<file path="config.mk">
export PLATFORM = sky130hd
export DESIGN_NAME = isqrt_check_pipe
export DESIGN_NICKNAME = d
export VERILOG_FILES = /design/src/rtl/isqrt_check_pipe.sv
export SDC_FILE = /design/constraint.sdc
export NUM_CORES = 2
export LEC_CHECK = 0
export ABC_CLOCK_PERIOD_IN_PS = 11000
export BUFFER_PORTS_ARGS = -buffer_cell sky130_fd_sc_hd__buf_2
export CAP_MARGIN = 20
export CORE_MARGIN = 2
export CORE_UTILIZATION = 65
export CTS_CLUSTER_DIAMETER = 30
export DETAILED_ROUTE_END_ITERATION = 7
export PLACE_DENSITY = 0.86
export SLEW_MARGIN = 15
export SYNTH_ARGS = -nofsm -noshare
export SYNTH_HDL_FRONTEND = slang
export SYNTH_SLANG_ARGS = --single-unit
</file>
<file path="constraint.sdc">
create_clock -name clk -period 11 [get_ports clk]
set_input_delay 0 -clock clk [delete_from_list [all_inputs] [get_ports clk]]
set_output_delay 0 -clock clk [all_outputs]
set_load 0.01 [all_outputs]
</file>
<file path="src/rtl/isqrt_check_pipe.sv">
// -----------------------------------------------------------------------------
// isqrt_check_pipe
//
// Pipelined checker for the inverse direction of an integer square root.
// Takes a radicand x and a claimed root y, and reports whether
// y == floor(sqrt(x)), which is equivalent to y*y <= x < (y+1)^2.
// It accepts one pair per clock with a fixed latency of 3 cycles. It keeps
// saturating check/error statistics and captures the first failing pair.
//
// Parameters
//   W        width of x and y (y is full width; any y >= 2^(W/2) fails)
//   CNT_W    width of the saturating check and error counters
//
// Ports
//   clk       in   1      clock, all state on rising edge
//   rst       in   1      asynchronous, active-low reset
//   arg_vld   in   1      x/y pair valid this cycle
//   x         in   W      radicand
//   y         in   W      claimed integer square root
//   clr       in   1      synchronous clear of counters and capture
//   res_vld   out  1      result valid, 3 cycles after arg_vld
//   res_ok    out  1      1: y*y <= x < (y+1)^2 (meaningful with res_vld)
//   chk_cnt   out  CNT_W  checked pairs, saturating
//   err_cnt   out  CNT_W  failed pairs, saturating
//   err_seen  out  1      sticky failure flag since reset/clr
//   err_x     out  W      x of the first failure since reset/clr
//   err_y     out  W      y of the first failure since reset/clr
// -----------------------------------------------------------------------------
module isqrt_check_pipe #(
  parameter int W     = 32,
  parameter int CNT_W = 16
) (
  input  logic             clk,
  input  logic             rst,
  input  logic             arg_vld,
  input  logic [W-1:0]     x,
  input  logic [W-1:0]     y,
  input  logic             clr,
  output logic             res_vld,
  output logic             res_ok,
  output logic [CNT_W-1:0] chk_cnt,
  output logic [CNT_W-1:0] err_cnt,
  output logic             err_seen,
  output logic [W-1:0]     err_x,
  output logic [W-1:0]     err_y
);

  localparam int                 PW      = 2 * W + 1;
  localparam logic [CNT_W-1:0]   CNT_MAX = '1;

  // ---------------------------------------------------------------------------
  // Stage 1: capture the pair
  // ---------------------------------------------------------------------------
  logic         s1_vld;
  logic [W-1:0] s1_x;
  logic [W-1:0] s1_y;

  // NOTE: clocked state uses non-blocking (<=) so every register samples the
  // pre-edge value of its inputs; blocking (=) here would make stage order
  // depend on statement order and collapse the pipeline.
  always_ff @(posedge clk or negedge rst) begin
    if (!rst) begin
      s1_vld <= 1'b0;
    end else begin
      s1_vld <= arg_vld;
    end
  end

  // Data registers only toggle for valid pairs, so idle random bus activity
  // costs no switching power downstream.
  always_ff @(posedge clk or negedge rst) begin
    if (!rst) begin
      s1_x <= '0;
      s1_y <= '0;
    end else if (arg_vld) begin
      s1_x <= x;
      s1_y <= y;
    end
  end

  // ---------------------------------------------------------------------------
  // Stage 2: square the claimed root and form (y+1)^2
  // ---------------------------------------------------------------------------
  logic [2*W-1:0] sq_c;
  logic [PW-1:0]  p_c;
  logic [2*W-1:0] s1_y_ext;

  // NOTE: every signal written in always_comb gets a default first, so no
  // path can leave it unassigned and infer a latch.
  always_comb begin
    s1_y_ext = '0;
    sq_c     = '0;
    p_c      = '0;
    s1_y_ext = {{W{1'b0}}, s1_y};
    // y < 2^W, so y*y fits exactly in 2W bits.
    sq_c     = s1_y_ext * s1_y_ext;
    // (y+1)^2 = y^2 + 2y + 1 needs one extra bit when y = 2^W-1.
    p_c      = {1'b0, sq_c} + {{W{1'b0}}, s1_y, 1'b0} + PW'(1);
  end

  logic           s2_vld;
  logic [W-1:0]   s2_x;
  logic [W-1:0]   s2_y;
  logic [2*W-1:0] s2_sq;
  logic [PW-1:0]  s2_p;

  always_ff @(posedge clk or negedge rst) begin
    if (!rst) begin
      s2_vld <= 1'b0;
    end else begin
      s2_vld <= s1_vld;
    end
  end

  // y rides along solely so a failing pair can be captured at the end.
  always_ff @(posedge clk or negedge rst) begin
    if (!rst) begin
      s2_x  <= '0;
      s2_y  <= '0;
      s2_sq <= '0;
      s2_p  <= '0;
    end else if (s1_vld) begin
      s2_x  <= s1_x;
      s2_y  <= s1_y;
      s2_sq <= sq_c;
      s2_p  <= p_c;
    end
  end

  // ---------------------------------------------------------------------------
  // Stage 3: bracket x between y^2 and (y+1)^2 (unsigned, 2W+1 bits)
  // ---------------------------------------------------------------------------
  logic         ok_c;
  logic [PW-1:0] x_ext;

  always_comb begin
    x_ext = '0;
    ok_c  = 1'b0;
    x_ext = {{(W+1){1'b0}}, s2_x};
    ok_c  = ({1'b0, s2_sq} <= x_ext) && (s2_p > x_ext);
  end

  logic [W-1:0] s3_x;
  logic [W-1:0] s3_y;

  always_ff @(posedge clk or negedge rst) begin
    if (!rst) begin
      res_vld <= 1'b0;
    end else begin
      res_vld <= s2_vld;
    end
  end

  // res_ok keeps its last value on idle cycles.
  always_ff @(posedge clk or negedge rst) begin
    if (!rst) begin
      res_ok <= 1'b0;
      s3_x   <= '0;
      s3_y   <= '0;
    end else if (s2_vld) begin
      res_ok <= ok_c;
      s3_x   <= s2_x;
      s3_y   <= s2_y;
    end
  end

  // ---------------------------------------------------------------------------
  // Statistics: updated one cycle after each result, from registered outputs
  // so the compare logic does not also feed the counter adders.
  // clr wins over a coinciding update, which is then simply not counted.
  // ---------------------------------------------------------------------------
  always_ff @(posedge clk or negedge rst) begin
    if (!rst) begin
      chk_cnt  <= '0;
      err_cnt  <= '0;
      err_seen <= 1'b0;
      err_x    <= '0;
      err_y    <= '0;
    end else if (clr) begin
      chk_cnt  <= '0;
      err_cnt  <= '0;
      err_seen <= 1'b0;
      err_x    <= '0;
      err_y    <= '0;
    end else if (res_vld) begin
      if (chk_cnt != CNT_MAX) begin
        chk_cnt <= chk_cnt + CNT_W'(1);
      end
      if (!res_ok) begin
        if (err_cnt != CNT_MAX) begin
          err_cnt <= err_cnt + CNT_W'(1);
        end
        // Only the first failure is kept; later ones never overwrite it.
        if (!err_seen) begin
          err_seen <= 1'b1;
          err_x    <= s3_x;
          err_y    <= s3_y;
        end
      end
    end
  end

endmodule

</file>
==> flow_summary.toml <==
[floorplan]
io_pins = 167
fp.coreArea_mm2 = 0.0758
dieArea_mm2 = 0.0786
rows = 101
initial_core_util_pct = 65.5
die_h_um = 280
die_x_um = 280

[timing]
rsz0062_at_grt = "no"
worst_pin_slew_ns = 0.935
relSlewSlack_pct = 37.7
skew_ns = 0.0337
setup_violations = 0
max_freq_mhz = 95.2
hold_viol = 0
fin_setup_tns_ns = 0
drv_slew = 0
timing.final.crit_share_pct = 95.5
finalCriticalPeriod_ns = 10.50

[placement]
gp_congestion = 1.00
placed_area_mm2 = 0.0514
portBuffers = 166
dp_hpwl_um = 103000

[routing]
vias_per_cell = 6.06
drt_wl_total_um = 141000
wire_per_inst_um = 22.8
drt_iter0_drc = 3209
vias = 37532
drtAntennaViolNets = 0
dr.pass1.iters = 6
drc = 0

[clock_tree]
clock_latency_ns = 0.64
clockBufferDepth = 3
clkTransAtPathRegs_ns = 0.06
cts_tree = "yes"
cts_buffers = 77
cts-root-buf = "clkbuf_16"
cts.sinks = 419
htreeDepth = 3

[logic_synthesis]
syn_area_mm2 = 0.0496
synth.avg_cell_area_um2 = 10.1
synth_seq_area_share_pct = 21.1
synth_fp_nets = 6183
synth.area.top_cells = "fa_1 32%, dfrtp_1 21%, ha_1 9.7%"
synth_ff_type = "dfrtp_1"
yosys_warnings = 0
synth_most_common_cell = "inv_1"
synth_edf_count = 0
synthDistinctLibCells = 104
synth_seq_cells = 419
yosys.area.top_type = "fa_1"
syn_inst = 4937
synth_commonest_cells = "1043 x inv_1, 793 x fa_1, 419 x dfrtp_1"
synthArstFlopShare_pct = 100
yosysTopAreaCellShare_pct = 32.0

[final_layout]
nNetsFinal = 6393
fill_cells = 4782
stdcell_area_mm2 = 0.0552
area_growth_pct = 11.2
drive_above_1_share_pct = 13.0

[run]
cap_violations = 0

[global_routing]
grt_first_pass_wirelength_um = 224000
grt_pass1_vias = 41076
overflow = 0
antenna_found_initial = 12
gr-usage-all-layers_pct = 37.1
grt_max_degree = 146

[critical_path]
crit_type = "reg -> reg"
worstPathMaxFanout = 22
cp.arrival_ns = 11.03
max_stage_delay_ns = 0.69
critPathMostFrequentCell = "fa_1"
start_kind = "register"
slowest_stage = "dfrtp_1"
worstSetupEndpointType = "register"
required_ns = 11.53

[hold_path]
holdCritPathClass = "in -> async"

[outcome]
status = "finished, final reports clean"
area by class of cell:
| type | count | area (um2) | share of cell area, % |
|---|---|---|---|
| Sequential cell | 419 | 10500 | 19.0 |
| Multi-Input combinational cell | 3259 | 34400 | 62.2 |
| Timing Repair Buffer | 342 | 2460 | 4.46 |
| Clock inverter | 46 | 661 | 1.20 |
| Inverter | 1048 | 3930 | 7.12 |
| Clock buffer | 97 | 2070 | 3.75 |
| Antenna cell | 5 | 12.5 | 0.0227 |
| Tap cell | 978 | 1220 | 2.22 |
logic make-up after synthesis:
group	count (synthesis)	synth area share [%]
fa+ha+maj	1178	41.7
mux	240	5.42
compound gates	570	7.96
flops	419	21.1
buf+inv	1259	9.69
xor+xnor	163	2.88
simple gates	1108	11.3
flip-flops by register name, summed over array words and instances (netlist names):
name / flops
res_ok: 1
err_cnt: 16
err_x: 32
s1_vld: 1
s2_vld: 1
s3_x: 32
s1_x: 32
err_seen: 1
chk_cnt: 16
s2_x: 32
s2_p: 64
s2_y: 32
s3_y: 32
s2_sq: 62
res_vld: 1
err_y: 32
s1_y: 32
final timing paths:
check | to | depth (start not counted) | from | slack [ns]
worst max-delay path | s2_p[64]$_DFFE_PN0P_ | 34 | s1_y[3]$_DFFE_PN0P_ | 0.50
worst min-delay path | err_y[4]$_DFFE_PN0P_ | 2 | rst | 0.09
worst max register to register | s2_p[64]$_DFFE_PN0P_ | 34 | s1_y[3]$_DFFE_PN0P_ | 0.50
worst min register to register | s2_x[30]$_DFFE_PN0P_ | 2 | s1_x[30]$_DFFE_PN0P_ | 0.48
min in group clk | s1_y[14]$_DFFE_PN0P_ | 3 | y[14] | 0.19
max in group asynchronous | s2_sq[23]$_DFFE_PN0P_ | 4 | rst | 8.62
through the flow:
stage,utilization (%),hold WS (ns),worst slack (ns),std cells
after floorplan,-,-0.296,1.63,4937
after global placement,67.8,0.164,0.729,5945
after detailed placement,67.8,0.167,0.613,5945
after CTS,72.7,0.120,0.530,6187
after global routing,72.8,0.161,0.0493,6193
final,72.8,0.0914,0.498,6194
what timing repair did:
action	in CTS	in global routing
buffers inserted	0	0
hold buffers	99	0
endpoints found under the hold margin	216	0
gates resized for setup	0	1
setup endpoints to repair	0	4
per-layer routing:
metal,part of all wire (%),track usage [%],vias to the layer above
met2,48,60.6,2142
li1,-,-,15986
met5,0.014,0.188,-
met3,10,9.98,581
met4,5.8,20.6,2
met1,36,44.9,18821
layout by cell type, fill, tap and decap left out, types with 41 or more instances in the layout:
cell type and n:
o21ai_0 100, ha_1 385, nand3_1 41, a22o_1 64
buf_2 164, clkbuf_16 78, dlygate4sd3_1 99, a21oi_1 150
a21o_1 61, dfrtp_1 414, xor2_1 77, and2_1 257
mux2_2 230, nand2_1 393, fa_1 793, buf_4 75
inv_1 1043, nand4_1 64, xnor2_1 86, nor2_1 168
worst max-delay path: cells and delay by family, from the launching register on:
| kind | cells | cell delay (ns) |
|---|---|---|
| AOI/OAI and AO/OA | 6 | 1.52 |
| buffers and inverters | 6 | 0.78 |
| DFF | 1 | 0.69 |
| and+or+nand+nor | 11 | 2.14 |
| xor gates and xnor gates | 1 | 0.35 |
| adders and majority gates | 10 | 4.88 |
Power is not shown: default switching activity piles up to over one toggle a cycle in this logic, so the estimate is an artifact.
